### src/rtl/cpu_pkg.sv
// Shared RV32I definitions: opcodes, inst_class bit positions and the decoded
// instruction record passed from the decoder into the instruction queue.
package cpu_pkg;

    localparam int PC_MAX_W = 64;
    localparam int CLASS_W  = 11;
    localparam int MOD_W    = 10;

    localparam logic [6:0] OPC_LUI      = 7'b0110111;
    localparam logic [6:0] OPC_AUIPC    = 7'b0010111;
    localparam logic [6:0] OPC_JAL      = 7'b1101111;
    localparam logic [6:0] OPC_JALR     = 7'b1100111;
    localparam logic [6:0] OPC_BRANCH   = 7'b1100011;
    localparam logic [6:0] OPC_LOAD     = 7'b0000011;
    localparam logic [6:0] OPC_STORE    = 7'b0100011;
    localparam logic [6:0] OPC_OP_IMM   = 7'b0010011;
    localparam logic [6:0] OPC_OP       = 7'b0110011;
    localparam logic [6:0] OPC_MISC_MEM = 7'b0001111;
    localparam logic [6:0] OPC_SYSTEM   = 7'b1110011;

    localparam int CLS_LUI      = 0;
    localparam int CLS_AUIPC    = 1;
    localparam int CLS_JAL      = 2;
    localparam int CLS_JALR     = 3;
    localparam int CLS_BRANCH   = 4;
    localparam int CLS_LOAD     = 5;
    localparam int CLS_STORE    = 6;
    localparam int CLS_OP_IMM   = 7;
    localparam int CLS_OP       = 8;
    localparam int CLS_MISC_MEM = 9;
    localparam int CLS_SYSTEM   = 10;

    // pc is sized for the widest supported PC; narrower users zero-extend it.
    typedef struct packed {
        logic [PC_MAX_W-1:0] pc;
        logic [4:0]          rd;
        logic [4:0]          rs1;
        logic [4:0]          rs2;
        logic [MOD_W-1:0]    mod;
        logic signed [31:0]  imm;
        logic [CLASS_W-1:0]  cls;
        logic                illegal;
    } inst_rec_t;

endpackage

### src/rtl/cpu_inst_decoder.sv
// Combinational RV32I decoder: raw instruction word plus PC to a decoded record.
module cpu_inst_decoder
    import cpu_pkg::*;
#(
    parameter int PC_W          = 32,
    parameter bit CHECK_ILLEGAL = 1'b1
) (
    input  logic [31:0]   inst,
    input  logic [PC_W-1:0] pc,
    output inst_rec_t     rec
);

    function automatic logic signed [31:0] imm_u(input logic [31:0] w);
        return {w[31:12], 12'b0};
    endfunction

    function automatic logic signed [31:0] imm_i(input logic [31:0] w);
        return {{20{w[31]}}, w[31:20]};
    endfunction

    function automatic logic signed [31:0] imm_s(input logic [31:0] w);
        return {{20{w[31]}}, w[31:25], w[11:7]};
    endfunction

    function automatic logic signed [31:0] imm_b(input logic [31:0] w);
        return {{19{w[31]}}, w[31], w[7], w[30:25], w[11:8], 1'b0};
    endfunction

    function automatic logic signed [31:0] imm_j(input logic [31:0] w);
        return {{11{w[31]}}, w[31], w[19:12], w[20], w[30:21], 1'b0};
    endfunction

    logic [6:0] opcode;
    logic [2:0] funct3;
    logic [6:0] funct7;

    assign opcode = inst[6:0];
    assign funct3 = inst[14:12];
    assign funct7 = inst[31:25];

    always_comb begin
        rec          = '0;
        rec.pc       = PC_MAX_W'(pc);
        rec.rd       = inst[11:7];
        rec.rs1      = inst[19:15];
        rec.rs2      = inst[24:20];
        rec.mod[2:0] = funct3;
        case (opcode)
            OPC_LUI: begin
                rec.cls[CLS_LUI] = 1'b1;
                rec.imm          = imm_u(inst);
            end
            OPC_AUIPC: begin
                rec.cls[CLS_AUIPC] = 1'b1;
                rec.imm            = imm_u(inst);
            end
            OPC_JAL: begin
                rec.cls[CLS_JAL] = 1'b1;
                rec.imm          = imm_j(inst);
            end
            OPC_JALR: begin
                rec.cls[CLS_JALR] = 1'b1;
                rec.imm           = imm_i(inst);
            end
            OPC_BRANCH: begin
                rec.cls[CLS_BRANCH] = 1'b1;
                rec.imm             = imm_b(inst);
            end
            OPC_LOAD: begin
                rec.cls[CLS_LOAD] = 1'b1;
                rec.imm           = imm_i(inst);
            end
            OPC_STORE: begin
                rec.cls[CLS_STORE] = 1'b1;
                rec.imm            = imm_s(inst);
            end
            OPC_OP_IMM: begin
                rec.cls[CLS_OP_IMM] = 1'b1;
                rec.imm             = imm_i(inst);
                // Only the shifts carry a funct7 (arith/logical select).
                if (funct3 == 3'b001 || funct3 == 3'b101)
                    rec.mod[9:3] = funct7;
            end
            OPC_OP: begin
                rec.cls[CLS_OP] = 1'b1;
                rec.mod[9:3]    = funct7;
            end
            OPC_MISC_MEM: rec.cls[CLS_MISC_MEM] = 1'b1;
            OPC_SYSTEM:   rec.cls[CLS_SYSTEM]   = 1'b1;
            default:      rec.illegal           = CHECK_ILLEGAL;
        endcase
    end

endmodule

### src/rtl/cpu_inst_queue.sv
// DEPTH-entry instruction FIFO between fetch and execute; words are decoded on
// enqueue and the head record is presented on a valid/ready interface.
module cpu_inst_queue
    import cpu_pkg::*;
#(
    parameter int DEPTH         = 4,
    parameter int PC_W          = 32,
    parameter bit CHECK_ILLEGAL = 1'b1
) (
    input  logic                     clk,
    input  logic                     rst_n,
    input  logic                     in_valid,
    output logic                     in_ready,
    input  logic [31:0]              in_inst,
    input  logic [PC_W-1:0]          in_pc,
    input  logic                     flush,
    output logic                     out_valid,
    input  logic                     out_ready,
    output logic [PC_W-1:0]          out_pc,
    output logic [4:0]               rd,
    output logic [4:0]               rs1,
    output logic [4:0]               rs2,
    output logic [9:0]               mod,
    output logic [31:0]              imm,
    output logic [10:0]              inst_class,
    output logic                     illegal,
    output logic [$clog2(DEPTH):0]   count
);

    localparam int PTR_W = $clog2(DEPTH);
    localparam int CNT_W = PTR_W + 1;

    inst_rec_t        dec_rec;
    inst_rec_t        mem [DEPTH];
    inst_rec_t        head;
    logic [PTR_W-1:0] wr_ptr;
    logic [PTR_W-1:0] rd_ptr;
    logic             push;
    logic             pop;

    cpu_inst_decoder #(
        .PC_W          (PC_W),
        .CHECK_ILLEGAL (CHECK_ILLEGAL)
    ) u_dec (
        .inst (in_inst),
        .pc   (in_pc),
        .rec  (dec_rec)
    );

    assign out_valid = (count != '0);
    // A full queue still accepts when the head leaves in the same cycle.
    assign in_ready  = (count < CNT_W'(DEPTH)) || out_ready;
    assign push      = in_valid && in_ready && !flush;
    assign pop       = out_valid && out_ready && !flush;

    // Storage is data only; validity comes from count, so no reset needed.
    always_ff @(posedge clk) begin
        if (push)
            mem[wr_ptr] <= dec_rec;
    end

    always_ff @(posedge clk or negedge rst_n) begin
        if (!rst_n) begin
            wr_ptr <= '0;
            rd_ptr <= '0;
            count  <= '0;
        end else if (flush) begin
            wr_ptr <= '0;
            rd_ptr <= '0;
            count  <= '0;
        end else begin
            if (push)
                wr_ptr <= wr_ptr + PTR_W'(1);
            if (pop)
                rd_ptr <= rd_ptr + PTR_W'(1);
            case ({push, pop})
                2'b10:   count <= count + CNT_W'(1);
                2'b01:   count <= count - CNT_W'(1);
                default: count <= count;
            endcase
        end
    end

    // Empty queue shows all-zero fields rather than a stale entry.
    always_comb begin
        head = '0;
        if (out_valid)
            head = mem[rd_ptr];
    end

    assign out_pc     = head.pc[PC_W-1:0];
    assign rd         = head.rd;
    assign rs1        = head.rs1;
    assign rs2        = head.rs2;
    assign mod        = head.mod;
    assign imm        = head.imm;
    assign inst_class = head.cls;
    assign illegal    = head.illegal;

endmodule

### config.mk
export PLATFORM = sky130hd
export DESIGN_NAME = cpu_inst_queue
export DESIGN_NICKNAME = d
export VERILOG_FILES = /design/src/rtl/cpu_pkg.sv /design/src/rtl/cpu_inst_decoder.sv /design/src/rtl/cpu_inst_queue.sv
export SDC_FILE = /design/constraint.sdc
export NUM_CORES = 1
export LEC_CHECK = 0
export CORE_MARGIN = 2
export CORE_UTILIZATION = 50
export CTS_CLUSTER_DIAMETER = 200
export DETAILED_ROUTE_END_ITERATION = 10
export GPL_ROUTABILITY_DRIVEN = 0
export PLACE_DENSITY_LB_ADDON = 0.3
export SETUP_SLACK_MARGIN = 0.2
export SYNTH_ARGS = -nofsm -noshare
export SYNTH_HDL_FRONTEND = slang
export SYNTH_SLANG_ARGS = --single-unit
### constraint.sdc
create_clock -name clk -period 5.45 [get_ports clk]
set_clock_uncertainty 0.15 [all_clocks]
set_input_delay 1.3625 -clock clk [delete_from_list [all_inputs] [get_ports clk]]
set_output_delay 1.3625 -clock clk [all_outputs]
set_load 0.05 [all_outputs]
==> results_dict.tcl, run 1 <==
set metrics [dict create \
    crit_chain "buf_4, mux4_2, and2_1, clkdlybuf4s50_1" \
    avgViaCountPerCell 5.57 \
    max_freq_ghz 0.212 \
    postSynthCellCount 792 \
    muxShareOfSynthArea 0.140 \
    yosysSeqAreaShare 0.753 \
    maxSlewViolCount 0 \
    dpl.hpwl_um 20000 \
    clock_latency_ns 0.51 \
    drt_pre_antenna_iters 6 \
    die_area_um2 34200 \
    die_h_um 185 \
    synth-edff-count 404 \
    crit_buf_inv 2 \
    cts-root-buf "clkbuf_16" \
    yosys.area.top_type_share 0.742 \
    wire_per_inst_um 22.5 \
    finalWorstSetupSlack_ns 0.727 \
    p_leak_nw 6.78 \
    synth_compound_area_frac 0.0223 \
    synth_top_family_by_area "multiplexers" \
    ys_seq_elements 411 \
    timing.final.crit_share 0.867 \
    endpoint_kind "output port" \
    synth_xor_area_frac 0.00161 \
    clock_sinks 411 \
    cp_slowest_cell "dfrtp_4" \
    grt_pass1_wl_um 49400 \
    required_ns 3.94 \
    drc 0 \
    rsz0062_at_grt "no" \
    final_nets 1064 \
    start_util 0.505 \
    totalWireLength_um 32900 \
    async_reset_ff_frac 0.0170 \
    synth_common_cells "edfxtp_1, and2_1, mux4_2" \
    synth_fa_ha_area_frac 0.00429 \
    die_x_um 185 \
    diodes 0 \
    ys.flop_type "edfxtp_1" \
    ant_nets 0 \
    netlist_area_um2 16300 \
    drt_iter0_markers 669 \
    fin_cells 1464 \
    grt_max_degree 104 \
    yosysWarnings 0 \
    hold_ws_ns 0.450 \
    core-area_um2 32400 \
    max_cap_violations 0 \
    setup_violations 0 \
    critPathKind "reg2out" \
    arrival_ns 3.21 \
    slowest_delay_ns 0.83 \
    stdcell_area_um2 20000 \
    max_slew_margin 0.286 \
    track_usage 0.196 \
    min_path_type "reg2reg" \
    clockBufferDepth 3 \
    antenna_found_initial 1 \
    dp_cells 1388 \
    finalCriticalPeriod_ns 4.72 \
    p_total_mw 8.30 \
    post_cts_resized 0 \
    fp-row-count 66 \
    utilization 0.619 \
    tns_ns 0 \
    num_io_pins 175 \
    dp_slack_ns 0.935 \
    clk_pin_slew_ns 0.06 \
    holdBufCountCts 0 \
    cts_setup_buffers 0 \
    avgSynthCellArea_um2 20.6 \
    crit_fanout 29 \
    drive_gt1_frac 0.194 \
    yosys.cell_count.top_type "edfxtp_1" \
    ys_top_cells_by_area "edfxtp_1, mux4_2, and2_1" \
    critical_path.top_delay_family "buffers and inverters" \
    status "finished clean" \
    place_area_um2 18700 \
    synth.net_count 866 \
    max-vdd-ir-drop_uv 366 \
    syn2layout_area_growth_pct 22.6 \
    numPortBuffers 174 \
    netlist.top_cell.by_area "edfxtp_1" \
    cts_tree "yes" \
    hold_viol 0 \
    synth_cell_types 43 \
    synth-simple-area-share 0.0635 \
    pwr_density_cell_nw_per_um2 414 \
    cts_made_buffers 42 \
    grt_pass1_vias 8416 \
    cp-start-kind "register" \
    worst_pin_slew_ns 1.07 \
    vias 8154 \
    grt.overflow.total 0 \
    n_fill_cell 2343 \
    ctsHtreeMaxLevel 2 \
]
power by group:
| part | leakage, nW | internal (mW) | switching (mW) | total, mW |
|---|---|---|---|---|
| sequential | 3.97 | 3.56 | 0.0634 | 3.63 |
| combinational | 2.13 | 0.736 | 1.17 | 1.90 |
| clock | 0.674 | 1.63 | 1.13 | 2.77 |
| total | 6.78 | 5.93 | 2.37 | 8.30 |
cells by family (layout without fill, tap and decap cells):
logic type | Yosys count | in the layout
mux | 102 | 102
compound gates | 49 | 49
xor+xnor | 3 | 3
fa+ha+maj | 5 | 5
flops | 411 | 411
simple gates | 175 | 175
buf+inv | 47 | 277
cell type report:
cell class	instances	area [um^2]	area share
Inverter	6	22.5	0.00112
Multi-Input combinational cell	334	3790	0.189
Timing Repair Buffer	195	2020	0.101
Tap cell	442	553	0.0276
Clock inverter	29	248	0.0124
Clock buffer	47	1090	0.0544
Sequential cell	411	12300	0.614
cells in the final DEF (no fill, tap or decap), types with 4 or more instances in the layout:
master	count
a21o_1	20
a21oi_1	11
a22o_1	5
and2_1	109
and2_4	4
buf_12	10
buf_4	11
bufinv_16	4
clkbuf_1	4
clkbuf_16	43
clkdlybuf4s50_1	174
clkinv_1	7
clkinv_2	15
dfrtp_1	5
edfxtp_1	404
ha_1	4
inv_1	5
mux4_2	101
nand2_1	11
nand2b_1	6
nand3_1	5
nor2_1	17
nor2b_1	7
worst register-to-register path: stages (launching register included):
cell and delay (ns):
dfrtp_1 0.50, nand2b_1 0.19, nand2_1 0.13, nor2_1 0.26
and2_4 0.57, buf_4 0.42
registers in the layout (all words and copies together) (netlist names):
signal / flops
mem: 404
count: 3
rd_ptr: 2
wr_ptr: 2
metal layers:
layer,global-route usage,routed length (um)
met2,0.318,15800
met4,0.0505,677
met1,0.282,14200
met3,0.0344,2160
met5,0,13
worst paths after layout:
path,startpoint,end,slack [ns],cells after the start
min in group asynchronous,rst_n,count[0]$_DFFE_PN0P_,0.98,1
max in group asynchronous,rst_n,rd_ptr[1]$_DFFE_PN0P_,3.87,1
min,wr_ptr[1]$_DFFE_PN0P_,wr_ptr[1]$_DFFE_PN0P_,0.45,2
max,rd_ptr[0]$_DFFE_PN0P_,out_pc[23],0.73,4
max reg2reg,count[2]$_DFFE_PN0P_,mem[0][76]$_DFFE_PP_,2.89,5
min reg2reg,wr_ptr[1]$_DFFE_PN0P_,wr_ptr[1]$_DFFE_PN0P_,0.45,2
(Power assumes the default switching activity.)
==> run 2, diff against run 1 <==
Settings changed: ABC_AREA set to 1.
==> run 2 against run 1 <==
  * Power is 25% higher
  * Global-route usage is 2.3 points higher
  * Worst hold slack worse by 0.023 ns
  * Count of clock-buffer cells in the layout is 5 higher
  * Area after synthesis is 1.6% higher
  * Non-clock buffer count is 4 lower
  * Combinational power is 110% higher
==> results_dict.tcl, run 2 <==
set metrics [dict create \
    status "finished clean" \
    clock_sinks 411 \
    ys_top_cells_by_area "edfxtp_1, nor2_1, o21ai_0" \
    core-area_um2 32600 \
    fp-row-count 66 \
    clock_latency_ns 0.52 \
    synth.net_count 1474 \
    track_usage 0.219 \
    cts-root-buf "clkbuf_16" \
    antenna_found_initial 0 \
    met1_length_um 16100 \
    synth_common_cells "nor2_1, edfxtp_1, o21ai_0" \
    wl_met3_um 2700 \
    holdBufCountCts 0 \
    p_leak_nw 7.05 \
    avgViaCountPerCell 5.42 \
    max_cap_violations 0 \
    postSynthCellCount 1400 \
    vias 11000 \
    yosys.cell_count.top_type "nor2_1" \
    post_cts_resized 0 \
    netlist.top_cell.by_area "edfxtp_1" \
    diodes 0 \
    numPortBuffers 174 \
    cp-start-kind "register" \
    rsz0062_at_grt "no" \
    ant_nets 0 \
    tns_ns 0 \
    async_reset_ff_frac 0.0170 \
    top_register "mem" \
    drc 0 \
    grt.overflow.total 0 \
    pwr_density_cell_nw_per_um2 514 \
    wire_per_inst_um 18.7 \
    min_path_type "reg2reg" \
    grt_max_degree 204 \
    yosysSeqAreaShare 0.741 \
    synth_cell_types 27 \
    max-vdd-ir-drop_uv 444 \
    crit_fanout 78 \
    finalCriticalPeriod_ns 4.85 \
    mostFrequentLayoutCells "nor2_1, edfxtp_1, o21ai_0, clkdlybuf4s50_1, a21oi_1" \
    die_x_um 186 \
    num_io_pins 175 \
    critPathKind "reg2out" \
    max_slew_margin 0.240 \
    max_freq_ghz 0.206 \
    final_common_cell "nor2_1" \
    cts_setup_buffers 0 \
    final_nets 1628 \
    place_area_um2 18800 \
    worst_pin_slew_ns 1.14 \
    dpl.hpwl_um 21000 \
    start_util 0.509 \
    synth-edff-count 404 \
    ys_seq_elements 411 \
    die_h_um 186 \
    utilization 0.617 \
    avgSynthCellArea_um2 11.9 \
    cts_made_buffers 42 \
    maxSlewViolCount 0 \
    stdcell_area_um2 20100 \
    fin_cells 2027 \
    cts_tree "yes" \
    routed.top_layer "met4" \
    dp_cells 1952 \
    p_total_mw 10.3 \
    clockBufferDepth 3 \
    grt_pass1_vias 10400 \
    ctsHtreeMaxLevel 2 \
    yosys.area.top_type_share 0.730 \
    ys.flop_type "edfxtp_1" \
    top_regs "mem x404, count x3" \
    drive_gt1_frac 0.0599 \
    grt_pass1_wl_um 58000 \
    drt_iter0_markers 947 \
    endpoint_kind "output port" \
    arrival_ns 3.33 \
    required_ns 3.94 \
    hold_viol 0 \
    largest_reg_flops 404 \
    setup_violations 0 \
    wl_met2_um 18200 \
    worst-r2r-setup-slack_ns 2.95 \
    syn2layout_area_growth_pct 21.1 \
    totalWireLength_um 37800 \
    die_area_um2 34700 \
    netlist_area_um2 16600 \
    yosysWarnings 0 \
    clk_pin_slew_ns 0.05 \
    drt_pre_antenna_iters 5 \
    timing.final.crit_share 0.889 \
]
[run 2: worst max-delay path, stage by stage (launching register included)]
cell and delay (ns):
dfrtp_4 0.60, inv_4 0.77, buf_4 0.43, nor2_1 0.09, o21ai_0 0.10, a21oi_1 0.10
clkdlybuf4s50_1 0.71
[run 2: cells by family after synthesis]
family | synth area share
flops | 0.741
buf+inv | 0.0316
compound gates | 0.0987
fa+ha+maj | 0.00422
xor+xnor | 0.000527
simple gates | 0.124
[run 2: path summary, 6_finish.rpt]
path | startpoint | to | depth (start not counted)
setup reg to reg | count[2]$_DFFE_PN0P_ | mem[0][38]$_DFFE_PP_ | 4
min in group asynchronous | rst_n | count[0]$_DFFE_PN0P_ | 1
setup / recovery | rd_ptr[1]$_DFFE_PN0P_ | rd[3] | 6
hold reg to reg | count[1]$_DFFE_PN0P_ | count[1]$_DFFE_PN0P_ | 2
max in group asynchronous | rst_n | rd_ptr[1]$_DFFE_PN0P_ | 1
hold / removal | count[1]$_DFFE_PN0P_ | count[1]$_DFFE_PN0P_ | 2
[run 2: metrics by stage]
stage               hold slack, ns  setup slack, ns
finish                       0.426            0.603
detailed placement           0.410             1.13
CTS                          0.423            0.549
global route                 0.446            0.404
global placement             0.401             1.14
floorplan                    0.365           0.0543
[run 2: final cells by class]
class                      instances  area, um^2
fill                            2501       12500
sequential                       411       12300
multi-input combinational        868        3810
timing repair buffer             191        1970
clock buffer                      52        1110
tap                              442         553
clock inverter                    23         195
inverter                          40         158
[run 2: routing by layer]
layer / global-route usage / up-vias
met3: 0.0319 / 58
met4: 0.0665 / 0
li1: - / 5207
met5: 0 / -
met2: 0.357 / 399
met1: 0.309 / 5323
[run 2: report_power, final]
part	leakage (nW)	switching, mW	total (mW)	internal [mW]
Clock	0.639	1.12	2.71	1.59
Sequential	3.81	0.0559	3.70	3.65
Combinational	2.60	2.81	3.93	1.12
Total	7.05	3.99	10.3	6.35
==> run 3, diff against run 2 <==
Settings changed: CORE_ASPECT_RATIO set to 0.9, GPL_ROUTABILITY_DRIVEN 0 to unset.
==> run 3 against run 2 <==
  * Register-to-register slack got worse by 0.08 ns
  * Largest power group unchanged
  * Die area barely moved
  * Global-route usage grew 0.59 points
  * Sequential share of layout area about the same
  * Fmax fell by 1.3%
  * Sequential cell count is the same
  * Critical endpoint is now inst_class[4]
  * Setup slack got worse by 0.064 ns
  * Design area about the same
  * Critical path type unchanged
  * Clock power about the same
==> results_dict.tcl, run 3 (synthesis gave the netlist of run 2 again) <==
set metrics [dict create \
    post_cts_resized 0 \
    die_x_um 196 \
    grt_pass1_vias 10800 \
    worst-r2r-setup-slack_ns 2.87 \
    top_register "mem" \
    tns_ns 0 \
    reg2reg_to "mem[3][73]$_DFFE_PP_" \
    reg2reg_depth 4 \
    min_path_type "reg2reg" \
    cts_setup_buffers 0 \
    final_nets 1633 \
    hold_end "wr_ptr[0]$_DFFE_PN0P_" \
    track_usage 0.225 \
    cts_tree "yes" \
    utilization 0.612 \
    largest_reg_flops 404 \
    worst_pin_slew_ns 1.06 \
    n_fill_cell 2567 \
    die_area_um2 34700 \
    max_slew_margin 0.294 \
    die_h_um 177 \
    ctsHtreeMaxLevel 2 \
    drt_iter0_markers 996 \
    start_util 0.505 \
    finalCriticalPeriod_ns 4.91 \
    drive_gt1_frac 0.0610 \
    p_seq_frac 0.360 \
    ant_nets 0 \
    max_freq_ghz 0.204 \
    clock_power_share 0.259 \
    totalWireLength_um 38900 \
    cts-root-buf "clkbuf_16" \
    worstHoldStart "wr_ptr[0]$_DFFE_PN0P_" \
    timing.rr.start "count[2]$_DFFE_PN0P_" \
    clock_latency_ns 0.52 \
    grt_max_degree 80 \
    setup_violations 0 \
    rsz0062_at_grt "no" \
    grt.overflow.total 0 \
    timing.final.crit_share 0.901 \
    drc 0 \
    required_ns 3.94 \
    max_cap_violations 0 \
    core-area_um2 32900 \
    critPathKind "reg2out" \
    p_comb_frac 0.381 \
    mostFrequentLayoutCells "nor2_1, edfxtp_1, o21ai_0, clkdlybuf4s50_1, a21oi_1" \
    wire_per_inst_um 19.3 \
    hold_ws_ns 0.427 \
    cts_made_buffers 41 \
    holdBufCountCts 0 \
    place_congestion 0.772 \
    pwr_density_cell_nw_per_um2 514 \
    grt_pass1_wl_um 60200 \
    hold_viol 0 \
    vias 11000 \
    drt_pre_antenna_iters 5 \
    finalWorstSetupSlack_ns 0.539 \
    p_int_mw 6.32 \
    antenna_found_initial 0 \
    num_io_pins 175 \
    endpoint_kind "output port" \
    p_switching_mw 4.02 \
    worstHoldPathCells 1 \
    top_regs "mem x404, count x3" \
    clk_pin_slew_ns 0.06 \
    p_leak_nw 7.07 \
    dp_slack_ns 1.08 \
    final_common_cell "nor2_1" \
    status "finished clean" \
    dpl.hpwl_um 22300 \
    cp-start-kind "register" \
    diodes 0 \
    numPortBuffers 174 \
    syn2layout_area_growth_pct 21.0 \
    crit_fanout 59 \
    max-vdd-ir-drop_uv 446 \
    maxSlewViolCount 0 \
    arrival_ns 3.40 \
    fp-row-count 63 \
    clock_sinks 411 \
    avgViaCountPerCell 5.45 \
    clockBufferDepth 3 \
    sw_frac_of_total 0.389 \
]
## run 3: area by class of cell
type,instances,area (um^2),share of cell area
sequential,411,12300,0.613
clock inverter,26,200,0.00996
timing repair buffer,197,2010,0.100
tap,422,528,0.0263
inverter,40,158,0.00784
clock buffer,49,1080,0.0535
multi-input combinational,868,3810,0.190
## run 3: power groups by stage
stage | sequential (mW) | combinational (mW) | clock [mW]
final | 3.72 | 3.93 | 2.68
after global routing | 3.74 | 4.18 | 2.84
after CTS | 3.72 | 3.97 | 2.72
after detailed placement | 3.79 | 3.95 | 0
after global placement | 3.78 | 3.91 | 0
after floorplan | 3.78 | 2.59 | 0
## run 3: per-stage QoR
step	cells	total power, mW	instance area [um^2]
after floorplan	1400	6.38	16600
after global placement	1938	7.70	18800
after detailed placement	1938	7.74	18800
after CTS	2013	10.4	20100
after global routing	2013	10.8	20100
final	2013	10.3	20100
## run 3: how the worst max path moves through the flow
stage | slack [ns] | to | startpoint
floorplan | 0.05 | mem[0][0]$_DFFE_PP_ | out_ready
global placement | 1.12 | in_ready | out_ready
detailed placement | 1.08 | out_pc[18] | rd_ptr[0]$_DFFE_PN0P_
CTS | 0.49 | inst_class[9] | rd_ptr[0]$_DFFE_PN0P_
global route | 0.35 | out_pc[22] | rd_ptr[0]$_DFFE_PN0P_
finish | 0.54 | inst_class[4] | rd_ptr[0]$_DFFE_PN0P_
## run 3: metal layers
metal | GRT usage | vias up | share of wire
met2 | 0.362 | 395 | 0.47
met5 | 0 | - | 0
met3 | 0.0313 | 64 | 0.067
met1 | 0.326 | 5300 | 0.44
met4 | 0.0600 | 0 | 0.020
li1 | - | 5221 | -
## run 3: worst max-delay path, stage by stage (launching register included)
cell and delay, ns:
dfrtp_4 0.68, inv_4 0.53, buf_4 0.32, o21ai_0 0.13, a21oi_1 0.32, clkdlybuf4s50_1 0.88
==> edit 1, RTL diff (settings of run 3) <==
Make the reset (`rst_n`) synchronous in one clocked block.
--- a/src/rtl/cpu_inst_queue.sv
+++ b/src/rtl/cpu_inst_queue.sv
@@ -59,7 +59,7 @@
             mem[wr_ptr] <= dec_rec;
     end
 
-    always_ff @(posedge clk or negedge rst_n) begin
+    always_ff @(posedge clk) begin
         if (!rst_n) begin
             wr_ptr <= '0;
             rd_ptr <= '0;
Behaviour: differs if rst_n is asserted again (counterexample within 4 cycles, from zero or initial values and one cycle with rst_n low); with rst_n held inactive, the same outputs for 4 cycles.
==> edit 1 against run 3 <==
  * Wire length down 0.12%
  * Synthesized area grew 1.9%
  * Critical path type unchanged
  * Sequential cell count rose by 2
  * Hold slack got worse by 89 ps
  * Via count shrank 0.36%
  * Synthesized cell count up 1.0%
  * Cell area up 0.39%
  * Cell count grew 2.0%
  * Setup slack better by 150 ps
Power is not compared: it rests on default switching activity, and its combinational part moved more than twofold at a synthesized area within 25%.
==> edit 1: results (changes against run 3) <==
wl_um: 38800  # was 38900 µm
syn_nets: 1489  # was 1474
grt_first_pass_wirelength_um: 59800  # was 60200 µm
ys_seq_area_share_pct: 72.7  # was 74.1%
synth_common_cells: "nor2_1, edfxtp_1, o21ai_0, a21oi_1, nand2_1"  # unchanged
cp_slowest_cell: "clkdlybuf4s50_1"  # unchanged
grt_max_degree: 111  # was 80
synthCells: 1414  # was 1400
maxSlewHeadroom_pct: 33.1  # was 29.4%
dp_hpwl_um: 21500  # was 22300 µm
worstPathMaxFanout: 53  # was 59
final_nets: 1643  # was 1633
routabilityCongestion: 0.806  # was 0.772
outcome: "complete, no violations"  # unchanged
ys_top_cells_by_area: "edfxtp_1, nor2_1, o21ai_0"  # unchanged
fillers: 2648  # was 2567
synthArstFlopShare_pct: 0  # was 1.70%
dp.cells: 1980  # was 1938
instances_no_fill: 2054  # was 2013
layout-drive-gt1-share_pct: 6.44  # was 6.10%
hold_depth: 2  # was 1
grtUsageTotal_pct: 22.2  # was 22.5%
first_global_vias: 10747  # was 10792
routed_via_density: 5.33  # was 5.45
slowest_delay_ps: 720  # was 880 ps
drt-initial-drc-count: 885  # was 996
synth.distinct_cells: 26  # was 27
-- edit 1: layout make-up --
type	instances	area, µm²	share of cell area, %
Timing Repair Buffer	193	2000	9.89
Tap cell	455	569	2.82
Sequential cell	413	12300	61.0
Multi-Input combinational cell	873	3920	19.4
Clock buffer	60	1140	5.65
Clock inverter	14	61.3	0.304
Inverter	46	180	0.893
-- edit 1: worst paths after layout --
check             startpoint        to  slack, ps
setup / recovery   flip-flop   imm[24]        690
hold / removal      count[0]  count[0]        340
setup reg to reg    count[2]  count[2]       3040
hold reg to reg     count[0]  count[0]        340
-- edit 1: tightest hold or removal path: stages (launching register included) --
cell     delay, ps
dfxtp_1        330
nand2_1         70
a21oi_1         50
-- edit 1: where the power goes --
part	total [mW]	internal, mW	switching (mW)
Sequential	3.53	3.52	0.0117
Clock	2.56	1.45	1.11
Combinational	0.517	0.165	0.352
Total	6.61	5.13	1.48
-- edit 1: kinds of logic (layout without fill, tap and decap cells) --
group,count (synthesis),count (layout),share of synthesized area [%]
AOI/OAI and AO/OA,317,317,9.37
adders and majority gates,6,6,0.488
buffers and inverters,128,313,4.32
DFF,413,413,72.7
and+or+nand+nor,550,550,13.1
-- edit 1: per-stage QoR --
step / cell area (µm²) / hold WS [ps] / utilization [%] / setup WS [ps]
floorplan: 16900 / 286 / - / 80.9
global placement: 19000 / 322 / 57.2 / 1130
detailed placement: 19000 / 331 / 57.2 / 1130
CTS: 20200 / 345 / 60.8 / 673
global route: 20200 / 352 / 60.8 / 523
finish: 20200 / 338 / 60.8 / 688
-- edit 1: per-layer routing --
layer / routed length [µm] / global-route usage, % / up-vias / share of wire [%]
li1: - / - / 5238 / -
met1: 16700 / 29.8 / 5308 / 43
met2: 19000 / 38.5 / 341 / 49
met3: 2580 / 3.48 / 53 / 6.6
met4: 576 / 5.17 / 0 / 1.5
met5: 0 / 0 / - / 0
==> edit 2, RTL diff (settings of run 3) <==
Without the edit above. Set the parameter `DEPTH` to 2 (it was 4).
--- a/src/rtl/cpu_inst_queue.sv
+++ b/src/rtl/cpu_inst_queue.sv
@@ -3,7 +3,7 @@
 module cpu_inst_queue
     import cpu_pkg::*;
 #(
-    parameter int DEPTH         = 4,
+    parameter int DEPTH         = 2,
     parameter int PC_W          = 32,
     parameter bit CHECK_ILLEGAL = 1'b1
 ) (
Interface: changed (resized count); port bits go from 175 to 174. No check against the original RTL was run, so the function may have changed too.
==> edit 2 against run 3 <==
  * Count of clock-buffer cells in the layout is 19 lower
  * Total power is 58% lower
  * Die area is 48% lower
  * Synthesized area is 49% lower
  * Wire length is 50% lower
  * Sequential cell count is 205 lower
  * Cell area is 44% lower
  * Sequential share of layout area is 6.2 points lower
  * Setup slack better by 300 ps
==> edit 2: results (changes against run 3) <==
outcome: "complete, no violations"  # unchanged
worst-r2r-setup-slack_ps: 2990  # was 2870 ps
hold_path_end: "wr_ptr"  # was wr_ptr[0]
comb_power_share_pct: 22.7  # was 38.1%
routed_via_density: 5.24  # was 5.45
crit_family: "buffers and inverters"  # unchanged
worstRegToRegCells: 6  # was 4
num_antenna_cells: 0  # unchanged
crit_path_end: "rs2[4]"  # was inst_class[4]
top_regs: "mem x202, count x2"  # was mem x404, count x3
cp_slowest_cell: "clkdlybuf4s50_1"  # unchanged
timing.rr.start: "count[1]"  # was count[2]
h-tree-depth: 1  # was 2
ys_seq_area_share_pct: 72.3  # was 74.1%
power_sequential_mw: 1.83  # was 3.72 mW
whs_ps: 424  # was 427 ps
synthArstFlopShare_pct: 1.94  # was 1.70%
first_global_vias: 5691  # was 10792
drt-initial-drc-count: 424  # was 996
hp-start: "wr_ptr"  # was wr_ptr[0]
avgSynthCellArea_um2: 11.5  # was 11.9 µm²
wl_um: 19600  # was 38900 µm
ir_worst_vdd_uv: 248  # was 446 µV
r2r-end: "mem[1][32]"  # was mem[3][73]
slowest_delay_ps: 850  # was 880 ps
grt_max_degree: 93  # was 80
p_leak_nw: 4.24  # was 7.07 nW
synth_common_cells: "nand2_1, edfxtp_1, a21oi_1, inv_1, nor2_1"  # was nor2_1, edfxtp_1, o21ai_0, a21oi_1, nand2_1
yosys_warnings: 0  # unchanged
synth.distinct_cells: 22  # was 27
p_sw_mw: 1.30  # was 4.02 mW
largest_reg_flops: 202  # was 404
tightest_slew_ps: 635  # was 1060 ps
synth_edf_count: 202  # was 404
setup_ws_ps: 837  # was 539 ps
layout-drive-gt1-share_pct: 7.92  # was 6.10%
root_buffer: "clkbuf_16"  # unchanged
cts_made_buffers: 22  # was 41
clock_latency_ps: 480  # was 520 ps
first_pass_iters: 5  # unchanged
final_nets: 975  # was 1633
port_buffers: 173  # was 174
placed_area_um2: 10400  # was 18800 µm²
synth-main-ff-cell: "edfxtp_1"  # unchanged
clk_path_buf_depth: 3  # unchanged
instances_no_fill: 1133  # was 2013
grt_first_pass_wirelength_um: 30100  # was 60200 µm
dp_hpwl_um: 11800  # was 22300 µm
cp-startpoint: "rd_ptr"  # was rd_ptr[0]
worstPathMaxFanout: 57  # was 59
ys_top_cells_by_area: "edfxtp_1, nand2_1, a21oi_1"  # was edfxtp_1, nor2_1, o21ai_0
clk_pin_slew_ps: 60  # about the same
grtUsageTotal_pct: 21.1  # was 22.5%
p_per_area_nw_per_um2: 388  # was 514 nW/µm²
syn_nets: 810  # was 1474
dpl_worst_slack_ps: 1170  # was 1080 ps
routabilityCongestion: 0.808  # was 0.772
-- edit 2: cells by family (layout without fill, tap and decap cells) --
kind of cell | count (synthesis) | count (layout) | share of synthesized area [%]
AO/OA/AOI/OAI | 124 | 124 | 7.35
buffers and inverters | 74 | 255 | 3.80
flip-flops | 206 | 206 | 72.3
AND/OR/NAND/NOR | 337 | 337 | 16.6
-- edit 2: worst reg2reg max path: stages (launching register included) --
cell     delay, ps
dfrtp_1        460
nand2_1        130
nand2_1        110
inv_1           90
nand2_1        140
nor2_4         490
buf_12         460
-- edit 2: cell type report --
class,instances,area [µm²]
clock buffers,30,632
clock inverters,10,123
fillers,1268,5580
inverters,36,136
multi-input cells,461,2060
flip-flops and latches,206,6170
well taps,211,264
repair buffers,179,1810
-- edit 2: routing by layer --
metal	track usage, %	vias up	part of all wire [%]
met5	0	-	0
met4	4.71	0	1.9
met3	3.92	30	6.5
met2	35.2	205	48
met1	29.4	2823	44
li1	-	2883	-
